===== config.mk =====
export PLATFORM = sky130hd
export DESIGN_NAME = remote_comm
export DESIGN_NICKNAME = d
export VERILOG_FILES = /design/src/rtl/remote_comm.sv
export SDC_FILE = /design/constraint.sdc
export NUM_CORES = 1
export LEC_CHECK = 0
export BUFFER_PORTS_ARGS = -buffer_cell sky130_fd_sc_hd__buf_2
export CAP_MARGIN = 5
export CORE_MARGIN = 3
export CORE_UTILIZATION = 51
export CTS_BUF_LIST = sky130_fd_sc_hd__clkbuf_8
export DETAILED_ROUTE_END_ITERATION = 12
export PLACE_DENSITY_LB_ADDON = 0.25
export RECOVER_POWER = 50
export SYNTH_ARGS = -nofsm -noshare
export SYNTH_HDL_FRONTEND = slang
export SYNTH_SLANG_ARGS = --single-unit

===== constraint.sdc =====
create_clock -name clk -period 5.3 [get_ports clk]
set_input_delay 0.53 -clock clk [delete_from_list [all_inputs] [get_ports clk]]
set_output_delay 0.53 -clock clk [all_outputs]
set_load 0.03 [all_outputs]

===== src/rtl/remote_comm.sv =====
// Host-side BLE command link: sends a 16-bit command as two UART frames
// (high byte first) and receives single-byte responses on RX.
module remote_comm #(
  parameter int BAUD_DIV = 5208
) (
  input  logic        clk,
  input  logic        rst,
  input  logic        snd_cmd,
  input  logic [15:0] cmd,
  output logic        TX,
  input  logic        RX,
  output logic        busy,
  output logic        cmd_snt,
  output logic [7:0]  resp,
  output logic        resp_rdy,
  input  logic        clr_resp_rdy
);

  localparam logic [12:0] BAUD_LAST = 13'(BAUD_DIV - 1);
  localparam logic [12:0] HALF_LAST = 13'(BAUD_DIV / 2 - 1);

  typedef enum logic [1:0] {TX_IDLE, TX_HI, TX_LO} tx_state_e;
  typedef enum logic [2:0] {RX_IDLE, RX_START, RX_DATA, RX_STOP, RX_WAIT_HI} rx_state_e;

  tx_state_e   tx_state_q;
  logic [7:0]  cmd_lo_q;
  logic [8:0]  frame_q;
  logic        tx_q;
  logic        busy_q;
  logic        cmd_snt_q;
  logic [12:0] tx_baud_q;
  logic [3:0]  tx_bit_q;

  rx_state_e   rx_state_q;
  logic        rx_meta_q;
  logic        rx_sync_q;
  logic        rx_prev_q;
  logic [12:0] rx_baud_q;
  logic [3:0]  rx_bit_q;
  logic [7:0]  rx_shift_q;
  logic [7:0]  resp_q;
  logic        resp_rdy_q;
  logic        resp_rdy_d;

  logic        snd_acc_s;
  logic        rx_set_s;

  assign snd_acc_s = snd_cmd && (tx_state_q == TX_IDLE);
  assign rx_set_s  = (rx_state_q == RX_STOP) && (rx_baud_q == BAUD_LAST) && rx_sync_q;

  // frame_q holds the bits still to go out; a 1 shifted in becomes the stop bit
  always_ff @(posedge clk) begin
    if (rst) begin
      tx_state_q <= TX_IDLE;
      cmd_lo_q   <= 8'h00;
      frame_q    <= 9'h1FF;
      tx_q       <= 1'b1;
      busy_q     <= 1'b0;
      cmd_snt_q  <= 1'b0;
      tx_baud_q  <= 13'd0;
      tx_bit_q   <= 4'd0;
    end else begin
      cmd_snt_q <= 1'b0;
      case (tx_state_q)
        TX_IDLE: begin
          if (snd_acc_s) begin
            cmd_lo_q   <= cmd[7:0];
            frame_q    <= {1'b1, cmd[15:8]};
            tx_q       <= 1'b0;
            busy_q     <= 1'b1;
            tx_baud_q  <= 13'd0;
            tx_bit_q   <= 4'd0;
            tx_state_q <= TX_HI;
          end
        end
        TX_HI, TX_LO: begin
          if (tx_baud_q == BAUD_LAST) begin
            tx_baud_q <= 13'd0;
            if (tx_bit_q == 4'd9) begin
              if (tx_state_q == TX_HI) begin
                frame_q    <= {1'b1, cmd_lo_q};
                tx_q       <= 1'b0;
                tx_bit_q   <= 4'd0;
                tx_state_q <= TX_LO;
              end else begin
                tx_q       <= 1'b1;
                busy_q     <= 1'b0;
                cmd_snt_q  <= 1'b1;
                tx_bit_q   <= 4'd0;
                tx_state_q <= TX_IDLE;
              end
            end else begin
              tx_q     <= frame_q[0];
              frame_q  <= {1'b1, frame_q[8:1]};
              tx_bit_q <= tx_bit_q + 4'd1;
            end
          end else begin
            tx_baud_q <= tx_baud_q + 13'd1;
          end
        end
        default: begin
          tx_state_q <= TX_IDLE;
          tx_q       <= 1'b1;
          busy_q     <= 1'b0;
        end
      endcase
    end
  end

  // a completing frame beats any clear arriving in the same cycle
  always_comb begin
    resp_rdy_d = resp_rdy_q;
    if (rx_set_s) begin
      resp_rdy_d = 1'b1;
    end else if (clr_resp_rdy || snd_acc_s) begin
      resp_rdy_d = 1'b0;
    end else begin
      resp_rdy_d = resp_rdy_q;
    end
  end

  // receiver: double-flopped RX, mid-bit sampling, re-arms right after the stop sample
  always_ff @(posedge clk) begin
    if (rst) begin
      rx_meta_q  <= 1'b1;
      rx_sync_q  <= 1'b1;
      rx_prev_q  <= 1'b1;
      rx_state_q <= RX_IDLE;
      rx_baud_q  <= 13'd0;
      rx_bit_q   <= 4'd0;
      rx_shift_q <= 8'h00;
      resp_q     <= 8'h00;
      resp_rdy_q <= 1'b0;
    end else begin
      rx_meta_q  <= RX;
      rx_sync_q  <= rx_meta_q;
      rx_prev_q  <= rx_sync_q;
      resp_rdy_q <= resp_rdy_d;
      case (rx_state_q)
        RX_IDLE: begin
          if (!rx_sync_q && rx_prev_q) begin
            rx_baud_q  <= 13'd0;
            rx_state_q <= RX_START;
          end
        end
        RX_START: begin
          if (rx_baud_q == HALF_LAST) begin
            rx_baud_q  <= 13'd0;
            rx_bit_q   <= 4'd0;
            rx_state_q <= rx_sync_q ? RX_IDLE : RX_DATA;
          end else begin
            rx_baud_q <= rx_baud_q + 13'd1;
          end
        end
        RX_DATA: begin
          if (rx_baud_q == BAUD_LAST) begin
            rx_baud_q  <= 13'd0;
            rx_shift_q <= {rx_sync_q, rx_shift_q[7:1]};
            if (rx_bit_q == 4'd7) begin
              rx_state_q <= RX_STOP;
            end else begin
              rx_bit_q <= rx_bit_q + 4'd1;
            end
          end else begin
            rx_baud_q <= rx_baud_q + 13'd1;
          end
        end
        RX_STOP: begin
          if (rx_baud_q == BAUD_LAST) begin
            rx_baud_q <= 13'd0;
            if (rx_sync_q) begin
              resp_q     <= rx_shift_q;
              rx_state_q <= RX_IDLE;
            end else begin
              rx_state_q <= RX_WAIT_HI;
            end
          end else begin
            rx_baud_q <= rx_baud_q + 13'd1;
          end
        end
        RX_WAIT_HI: begin
          if (rx_sync_q) begin
            rx_state_q <= RX_IDLE;
          end
        end
        default: begin
          rx_state_q <= RX_IDLE;
        end
      endcase
    end
  end

  assign TX       = tx_q;
  assign busy     = busy_q;
  assign cmd_snt  = cmd_snt_q;
  assign resp     = resp_q;
  assign resp_rdy = resp_rdy_q;

endmodule


==> impl_metrics.yaml, run 1 <==
layout:
  area_delta_synth_final_pct: 9.83
  final_cell_mix: "dfxtp_1, nand2_1, nor2_1"
  nets: 509
  diodes: 0
  final_common_cell: "dfxtp_1"
  drive_gt1_share_pct: 9.90
yosys:
  synth_top_cell_area_share_pct: 41.6
  synthCells: 455
  ys.warnings.count: 0
  synthFlopType: "dfxtp_1"
  ys_seq_area_share_pct: 41.6
  async_reset_ff_share_pct: 0
  synthDistinctLibCells: 54
  syn_avg_cell_area_um2: 8.25
  ys_ff_latch: 78
  yosysTopAreaCell: "dfxtp_1"
  netlist_area_um2: 3750
  synth_fp_nets: 484
  synthTopCellsByArea: "dfxtp_1, nand2_1, a21oi_1"
  synth-edff-count: 0
sta:
  min_period_ps: 2900
  worst_clock_skew_ps: 8.73
  max_slew_margin_pct: 40.2
  tightest_slew_ps: 897
  holdWs_ps: 350
  final-setup-viol-count: 0
  period_share_pct: 54.7
  clock.fmax_mhz: 345
  setup-tns-final_ps: 0
  grt_setup_unrepaired: "false"
  drv_slew: 0
  hold_violations: 0
  layout_setup_ws_ps: 2400
run:
  drv_cap: 0
floorplanning:
  rows: 30
  top_level_ports: 33
  die_h_um: 91.8
  core_um2: 6980
  start_util_pct: 53.8
  fp.dieW_um: 91.8
  die_area_um2: 8430
pwr:
  p_leak_uw: 0.00157
  pwr-share-clk_pct: 27.8
  p_switching_uw: 547
  p_comb_share_pct: 26.9
  internal_power_uw: 968
  seqPwrFrac_pct: 45.3
  ir_worst_vdd_uv: 379
  switching_share_pct: 36.1
  p_per_area_nw_per_um2: 367
drt:
  dr.pass1.iters: 4
  wl_met1_mm: 3.61
  drc: 0
  vias_per_cell: 5.70
  drt_wl_total_mm: 7.90
  routedWlPerCell_um: 13.6
  wl_met2_mm: 3.84
  met3_wirelength_um: 346
  drtAntennaViolNets: 0
  top_layer: "met4"
  via_count: 3314
  drt_iter0_drc: 161
worst_setup_path:
  critPathLaunchType: "flip-flop"
  critical_path_class: "flip-flop to flip-flop"
  critPathArrivalTime_ps: 3110
  required_ps: 5520
  worstPathMaxFanout: 21
  crit_path_end_kind: "flip-flop"
cts:
  htreeDepth: 3
  cts-root-buf: "clkbuf_8"
  post-cts-setup-buffers: 0
  cts_resized: 0
  cts_hold_buffers: 0
  max-clock-path-buffers: 2
  cts_tree: "yes"
  cts_made_buffers: 9
  path_clk_slew_ps: 90
  worstSkewPairLatency_ps: 350
  cts_num_sinks: 78
place:
  dp_hpwl_mm: 5.36
  io_buffers: 32
  gp_congestion: 0.814
  place_ws_ps: 2540
grt:
  overflow: 0
  grt_pass1_vias: 3067
  track_usage_pct: 19.8
  grt_pass1_wl_mm: 13.8
  antenna_found_initial: 0
  grt_max_degree: 63
worst_hold_path:
  hold_class: "primary input to flip-flop"
run_status:
  outcome: "finished, final reports clean"
logic make-up after synthesis:
kind of cell    count (synthesis)  synth area share [%]
compound gates                 92                  16.5
xor+xnor                        9                  2.10
fa+ha+maj                       8                  2.67
buf+inv                        35                  3.57
flops                          78                  41.6
mux                            17                  4.57
simple gates                  216                  29.1
final cells by class:
cell class,count,area [µm²]
clock inverter,7,62.6
timing repair buffer,36,168
tap,96,120
sequential,78,1560
fill,661,2860
inverter,13,48.8
multi-input combinational,342,2040
clock buffer,9,124
final timing paths:
check / end / startpoint / depth (start not counted) / slack (ps)
worst max register to register: rx_baud_q[2] / rx_baud_q[0] / 8 / 2400
worst min-delay path: rx_meta_q / RX / 2 / 350
worst max-delay path: rx_baud_q[2] / rx_baud_q[0] / 8 / 2400
worst min register to register: rx_sync_q / rx_meta_q / 1 / 420
per-stage QoR:
step | cell area [µm²] | utilization (%) | std cells | power (µW)
final | 4120 | 59.1 | 581 | 1510
after detailed placement | 3980 | 57.0 | 565 | 1110
after floorplan | 3750 | - | 455 | 1020
after CTS | 4170 | 59.7 | 581 | 1540
after global placement | 3980 | 57.0 | 565 | 1100
after global routing | 4120 | 59.1 | 581 | 1610
state kept, by name, summed over array words and instances, names as in the netlist, 4 cells and up:
register and flops:
tx_bit_q 4, rx_bit_q 4, rx_baud_q 13, rx_shift_q 8, frame_q 8, resp 8, cmd_lo_q 8, tx_baud_q 13
power by group through the flow:
stage / Combinational [µW] / Sequential (µW) / Clock (µW)
floorplan: 317 / 704 / 0
global placement: 402 / 695 / 0
detailed placement: 416 / 699 / 0
CTS: 421 / 685 / 433
global route: 463 / 694 / 455
finish: 407 / 686 / 421
cells in the mapped netlist, types with 3 or more instances:
| library cell | count |
|---|---|
| a211o_1 | 7 |
| a211oi_1 | 8 |
| a21o_1 | 3 |
| a21oi_1 | 35 |
| a31oi_1 | 10 |
| and2_1 | 4 |
| and3_1 | 7 |
| buf_1 | 3 |
| clkbuf_1 | 17 |
| dfxtp_1 | 78 |
| ha_1 | 8 |
| inv_1 | 13 |
| mux2i_1 | 16 |
| nand2_1 | 73 |
| nand2b_1 | 6 |
| nand3_1 | 26 |
| nand3b_1 | 6 |
| nand4_1 | 8 |
| nand4b_1 | 3 |
| nand4bb_1 | 3 |
| nor2_1 | 40 |
| nor2b_1 | 5 |
| nor3_1 | 10 |
| nor4_1 | 4 |
| o211ai_1 | 3 |
| o21a_1 | 3 |
| o21ai_0 | 9 |
| or2_2 | 3 |
| or3_1 | 6 |
| xor2_1 | 7 |
layer usage:
metal / vias up / GRT usage (%)
met5: - / 0
met4: 0 / 6.44
met1: 1552 / 24.7
met3: 11 / 5.74
met2: 73 / 32.7
li1: 1678 / -
worst max-delay path, cell delays in order, from the launching register on:
cell       delay [ps]
dfxtp_1           390
ha_1              210
or3b_2            500
nor4_1            250
clkbuf_1          490
o2bb2ai_1         160
clkbuf_1          420
o211ai_1          250
a21oi_1            80
Note: power is estimated with default switching activity, not from simulation.
==> inputs of run 2 (changes only) <==
==> constraint.sdc (replaced) <==
create_clock -name clk -period 2.7 [get_ports clk]
set_input_delay 0.27 -clock clk [delete_from_list [all_inputs] [get_ports clk]]
set_output_delay 0.27 -clock clk [all_outputs]
set_load 0.03 [all_outputs]
==> run 2 against run 1 <==
- clock power up 110%
- setup slack got worse by 2000 ps
- via count fell by 0.57%
- first-iteration DRC count down 11%
- register-to-register slack lost 2000 ps
- flip-flop and latch count stayed put
- critical path type unchanged
- largest cell class unchanged
==> impl_metrics.yaml, run 2 (synthesis results as in run 1) <==
floorplanning:
  top_level_ports: 33
  start_util_pct: 53.8
  fp.dieW_um: 91.8
  die_area_um2: 8430
  core_um2: 6980
  rows: 30
  die_h_um: 91.8
worst_setup_path:
  reg2reg_depth: 6
  ff2ff_setup_slack_ps: 380
  cpMaxStageDelayCell: "or3b_2"
  crit_path_end_kind: "flip-flop"
  worstReg2RegStart: "tx_state_q[0]"
  crit_chain: "inv_1 -> ha_1 -> or3b_2 -> nand3_1 -> a211oi_1 -> a211o_1"
  worstPathMaxFanout: 16
  reg2reg_to: "frame_q[3]"
  critical_path_class: "flip-flop to flip-flop"
  cpPeakStageDelay_ps: 490
  critPathLaunchType: "flip-flop"
  required_ps: 2940
  crit_family: "simple AND/OR/NAND/NOR gates"
  critPathBufInv: 1
  critPathArrivalTime_ps: 2560
sta:
  holdWs_ps: 112
  hold_violations: 0
  grt_setup_unrepaired: "false"
  final-setup-viol-count: 0
  period_share_pct: 85.8
  clock.fmax_mhz: 432
  setup-tns-final_ps: 0
  tightest_slew_ps: 1280
  worst_clock_skew_ps: 8.93
  drv_slew: 0
  max_slew_margin_pct: 14.4
  min_period_ps: 2320
layout:
  fillers: 641
  diodes: 0
  final_common_cell: "dfxtp_1"
  drive_gt1_share_pct: 11.0
  nets: 513
  top_regs: "rx_baud_q (13), tx_baud_q (13)"
  area_delta_synth_final_pct: 11.7
  fin_cells: 585
  final_cell_mix: "dfxtp_1, nand2_1, nor2_1"
run:
  drv_cap: 0
place:
  dp_hpwl_mm: 5.19
  io_buffers: 32
  gp_congestion: 0.774
  placed_cells: 569
worst_hold_path:
  hp-start: "RX"
  hold_class: "primary input to flip-flop"
  min_to: "rx_meta_q"
  min_path_cells: 2
grt:
  grt_use_met3_pct: 5.33
  antenna_found_initial: 0
  grt_max_degree: 62
  grt_pass1_wl_mm: 13.7
  grtUsageMet2_pct: 32.2
  overflow: 0
  met1_usage_pct: 24.8
  top_usage_layer: "met2"
  track_usage_pct: 19.4
  grt_pass1_vias: 3108
cts:
  cts_hold_buffers: 0
  path_clk_slew_ps: 90
  cts_num_sinks: 78
  cts_resized: 0
  max-clock-path-buffers: 2
  cts_made_buffers: 9
  htreeDepth: 3
  cts-root-buf: "clkbuf_8"
  cts_tree: "yes"
  worstSkewPairLatency_ps: 350
  post-cts-setup-buffers: 0
drt:
  routedWlPerCell_um: 13.2
  dr.pass1.iters: 4
  vias_per_cell: 5.63
  drc: 0
  via_count: 3295
  drt_wl_total_mm: 7.73
  drt_iter0_drc: 143
  drtAntennaViolNets: 0
pwr:
  p_leak_uw: 0.00160
  ir_worst_vdd_uv: 666
  p_per_area_nw_per_um2: 727
run_status:
  outcome: "finished, final reports clean"
run 2: where the power goes:
group / switching, µW / total, µW / leakage [µW] / internal [µW]
registers: 77.3 / 1350 / 0.000633 / 1270
clock network: 458 / 896 / 0.0000968 / 438
logic: 512 / 808 / 0.000874 / 295
total: 1050 / 3050 / 0.00160 / 2000
run 2: area by class of cell:
class / instances / area (µm²) / area share (%)
inverters: 13 / 48.8 / 1.16
multi-input cells: 342 / 2060 / 49.1
well taps: 96 / 120 / 2.86
repair buffers: 40 / 201 / 4.80
flip-flops and latches: 78 / 1560 / 37.2
clock buffers: 9 / 124 / 2.95
clock inverters: 7 / 80.1 / 1.91
run 2: worst max path at each step:
stage	start	end	slack, ps	cells after the start
after detailed placement	tx_state_q[0]	frame_q[6]	380	6
after global routing	tx_state_q[0]	frame_q[4]	260	6
after CTS	tx_state_q[0]	frame_q[3]	380	6
after global placement	tx_state_q[0]	frame_q[2]	470	6
final	tx_state_q[0]	frame_q[3]	380	6
after floorplan	tx_state_q[0]	frame_q[6]	540	8
run 2: layer usage:
| metal | vias up | wire [µm] |
|---|---|---|
| li1 | 1686 | - |
| met1 | 1540 | 3670 |
| met2 | 67 | 3730 |
| met3 | 2 | 305 |
| met4 | 0 | 28 |
| met5 | - | 0 |
run 2: stage by stage:
step / setup WS [ps] / power [µW] / utilization (%) / cell area, µm²
floorplan: 544 / 2010 / - / 3750
finish: 383 / 3050 / 60.1 / 4190
CTS: 378 / 3090 / 60.4 / 4210
detailed placement: 377 / 2190 / 57.4 / 4010
global placement: 472 / 2170 / 57.4 / 4010
global route: 256 / 3240 / 60.1 / 4190
==> inputs of run 3 (changes only) <==
--- a/config.mk
+++ b/config.mk
@@ -7,7 +7,7 @@
 export LEC_CHECK = 0
 export BUFFER_PORTS_ARGS = -buffer_cell sky130_fd_sc_hd__buf_2
 export CAP_MARGIN = 5
-export CORE_MARGIN = 3
+export CORE_MARGIN = 5
 export CORE_UTILIZATION = 51
 export CTS_BUF_LIST = sky130_fd_sc_hd__clkbuf_8
 export DETAILED_ROUTE_END_ITERATION = 12
==> constraint.sdc (replaced) <==
create_clock -name clk -period 2.1 [get_ports clk]
set_input_delay 0.21 -clock clk [delete_from_list [all_inputs] [get_ports clk]]
set_output_delay 0.21 -clock clk [all_outputs]
set_load 0.03 [all_outputs]
==> run 3 against run 2 <==
- maximum frequency up 13%
- global-route usage shrank 0.68 points
- final cell count is 2.9% higher
- core utilization up 0.33 points
- die area grew 8.9%
- critical endpoint is now rx_state_q[0]
- highest routed layer unchanged
- sequential share of layout area fell by 1.3 points
- total power rose by 31%
- non-clock buffer count is 14 higher
- first-iteration DRC count is 7.0% lower
- largest cell class unchanged
==> impl_metrics.yaml, run 3 (synthesis results as in run 1) <==
layout:
  top_regs: "rx_baud_q (13), tx_baud_q (13)"
  drive_gt1_share_pct: 14.9
  multi_input_area_um2: 2110
  diodes: 0
  fillers: 676
  final_design_area_no_fill_um2: 4360
  final_util_pct: 60.4
  area_delta_synth_final_pct: 16.0
  final_cell_mix: "dfxtp_1, nand2_1, nor2_1"
  fin_cells: 602
  seqCellArea_um2: 1570
  nets: 527
  final_common_cell: "dfxtp_1"
sta:
  tightest_slew_ps: 1230
  clock.fmax_mhz: 489
  hold_violations: 0
  min_period_ps: 2040
  period_share_pct: 97.4
  final-setup-viol-count: 0
  grt_setup_unrepaired: "true"
  max_slew_margin_pct: 17.9
  worst_clock_skew_ps: 8.65
  drv_slew: 0
pwr:
  p_comb_share_pct: 29.0
  seqPwrFrac_pct: 43.2
  p_per_area_nw_per_um2: 918
  internal_power_uw: 2660
  switching_share_pct: 33.6
  ir_worst_vdd_uv: 885
  p_switching_uw: 1340
  pwr-share-clk_pct: 27.9
  p_leak_uw: 0.00170
grt:
  track_usage_pct: 18.7
  grt_pass1_wl_mm: 13.8
  antenna_found_initial: 0
  overflow: 0
  grt_max_degree: 62
  grt_pass1_vias: 3164
worst_setup_path:
  ff2ff_setup_slack_ps: 60
  worstReg2RegStart: "rx_baud_q[1]"
  crit_path_end_kind: "flip-flop"
  crit_chain: "ha_1 -> or3b_4 -> nand4b_1 -> o2bb2ai_2 -> a2111o_1 -> a211oi_2"
  cpMaxStageDelayCell: "or3b_4"
  crit_family: "simple AND/OR/NAND/NOR gates"
  reg2reg_depth: 6
  required_ps: 2340
  critical_path_class: "flip-flop to flip-flop"
  cp_num_cells: 6
  cpPeakStageDelay_ps: 420
  critPathArrivalTime_ps: 2290
  critPathLaunchType: "flip-flop"
  critPathBufInv: 0
  worstPathMaxFanout: 4
  reg2reg_to: "rx_state_q[0]"
worst_hold_path:
  hp-start: "RX"
  min_to: "rx_meta_q"
  hold_class: "primary input to flip-flop"
  min_path_cells: 2
place:
  io_buffers: 32
  dp_hpwl_mm: 5.51
  gp_congestion: 0.813
  placed_cells: 585
  place_area_um2: 4110
floorplanning:
  start_util_pct: 52.0
  die_h_um: 95.8
  fp.dieW_um: 95.8
  rows: 31
  core_um2: 7210
  die_area_um2: 9180
  top_level_ports: 33
run_status:
  outcome: "finished, final reports clean"
drt:
  drt_iter0_drc: 133
  drt_wl_total_mm: 8.09
  drc: 0
  via_count: 3380
  dr.pass1.iters: 5
  vias_per_cell: 5.61
  routedWlPerCell_um: 13.4
  drtAntennaViolNets: 0
run:
  drv_cap: 0
cts:
  cts-root-buf: "clkbuf_8"
  cts_made_buffers: 9
  htreeDepth: 3
  worstSkewPairLatency_ps: 340
  cts_num_sinks: 78
  cts_tree: "yes"
  max-clock-path-buffers: 2
  cts_hold_buffers: 0
  path_clk_slew_ps: 80
-- run 3: cell types whose count changed in the layout (fill, tap and decap cells not counted), sizes merged --
cell	before	now
buf	26	41
clkinvlp	2	3
clkinv	1	0
clkbuf	23	22
-- run 3: repair_timing --
| action | CTS | global route |
|---|---|---|
| buffers inserted | 0 | 1 |
| resized for setup | 2 | 10 |
| pin swaps | 0 | 2 |
| endpoints found under the setup margin | 3 | 39 |
-- run 3: routing by layer --
layer	routed length (µm)	share of wire, %	GRT usage, %
met1	3630	45	23.1
met2	4100	51	32.1
met3	328	4.1	4.85
met4	37	0.46	5.21
met5	0	0	0
-- run 3: worst max-delay path by stage --
stage	to	slack [ps]	start
global route	rx_bit_q[1]	-80	rx_baud_q[0]
floorplan	rx_bit_q[3]	7	rx_baud_q[0]
detailed placement	rx_bit_q[1]	-40	rx_baud_q[0]
global placement	rx_bit_q[1]	60	rx_baud_q[0]
CTS	rx_bit_q[1]	-20	rx_baud_q[0]
finish	rx_state_q[0]	60	rx_baud_q[1]
-- run 3: stage by stage --
| stage | hold slack, ps | power, µW | TNS, ps | worst slack, ps |
|---|---|---|---|---|
| detailed placement | 405 | 2900 | -46.1 | -35.0 |
| global placement | 396 | 2870 | 0 | 59.6 |
| finish | 60.0 | 4000 | 0 | 55.6 |
| CTS | 42.1 | 4030 | -21.3 | -21.3 |
| floorplan | 314 | 2580 | 0 | 6.78 |
| global route | 42.4 | 4270 | -872 | -80.9 |
-- run 3: layout make-up --
class | count | share of cell area [%]
multi-input combinational | 342 | 48.4
inverter | 13 | 1.12
timing repair buffer | 54 | 7.15
clock buffer | 9 | 2.84
tap | 99 | 2.84
sequential | 78 | 35.9
clock inverter | 7 | 1.69
-- run 3: power by group through the flow --
stage / logic [µW] / registers, µW / clock network (µW)
6_report: 1160 / 1730 / 1110
2_1_floorplan: 804 / 1780 / 0
5_1_grt: 1310 / 1750 / 1220
3_5_place_dp: 1140 / 1760 / 0
3_3_place_gp: 1110 / 1750 / 0
4_1_cts: 1150 / 1730 / 1150
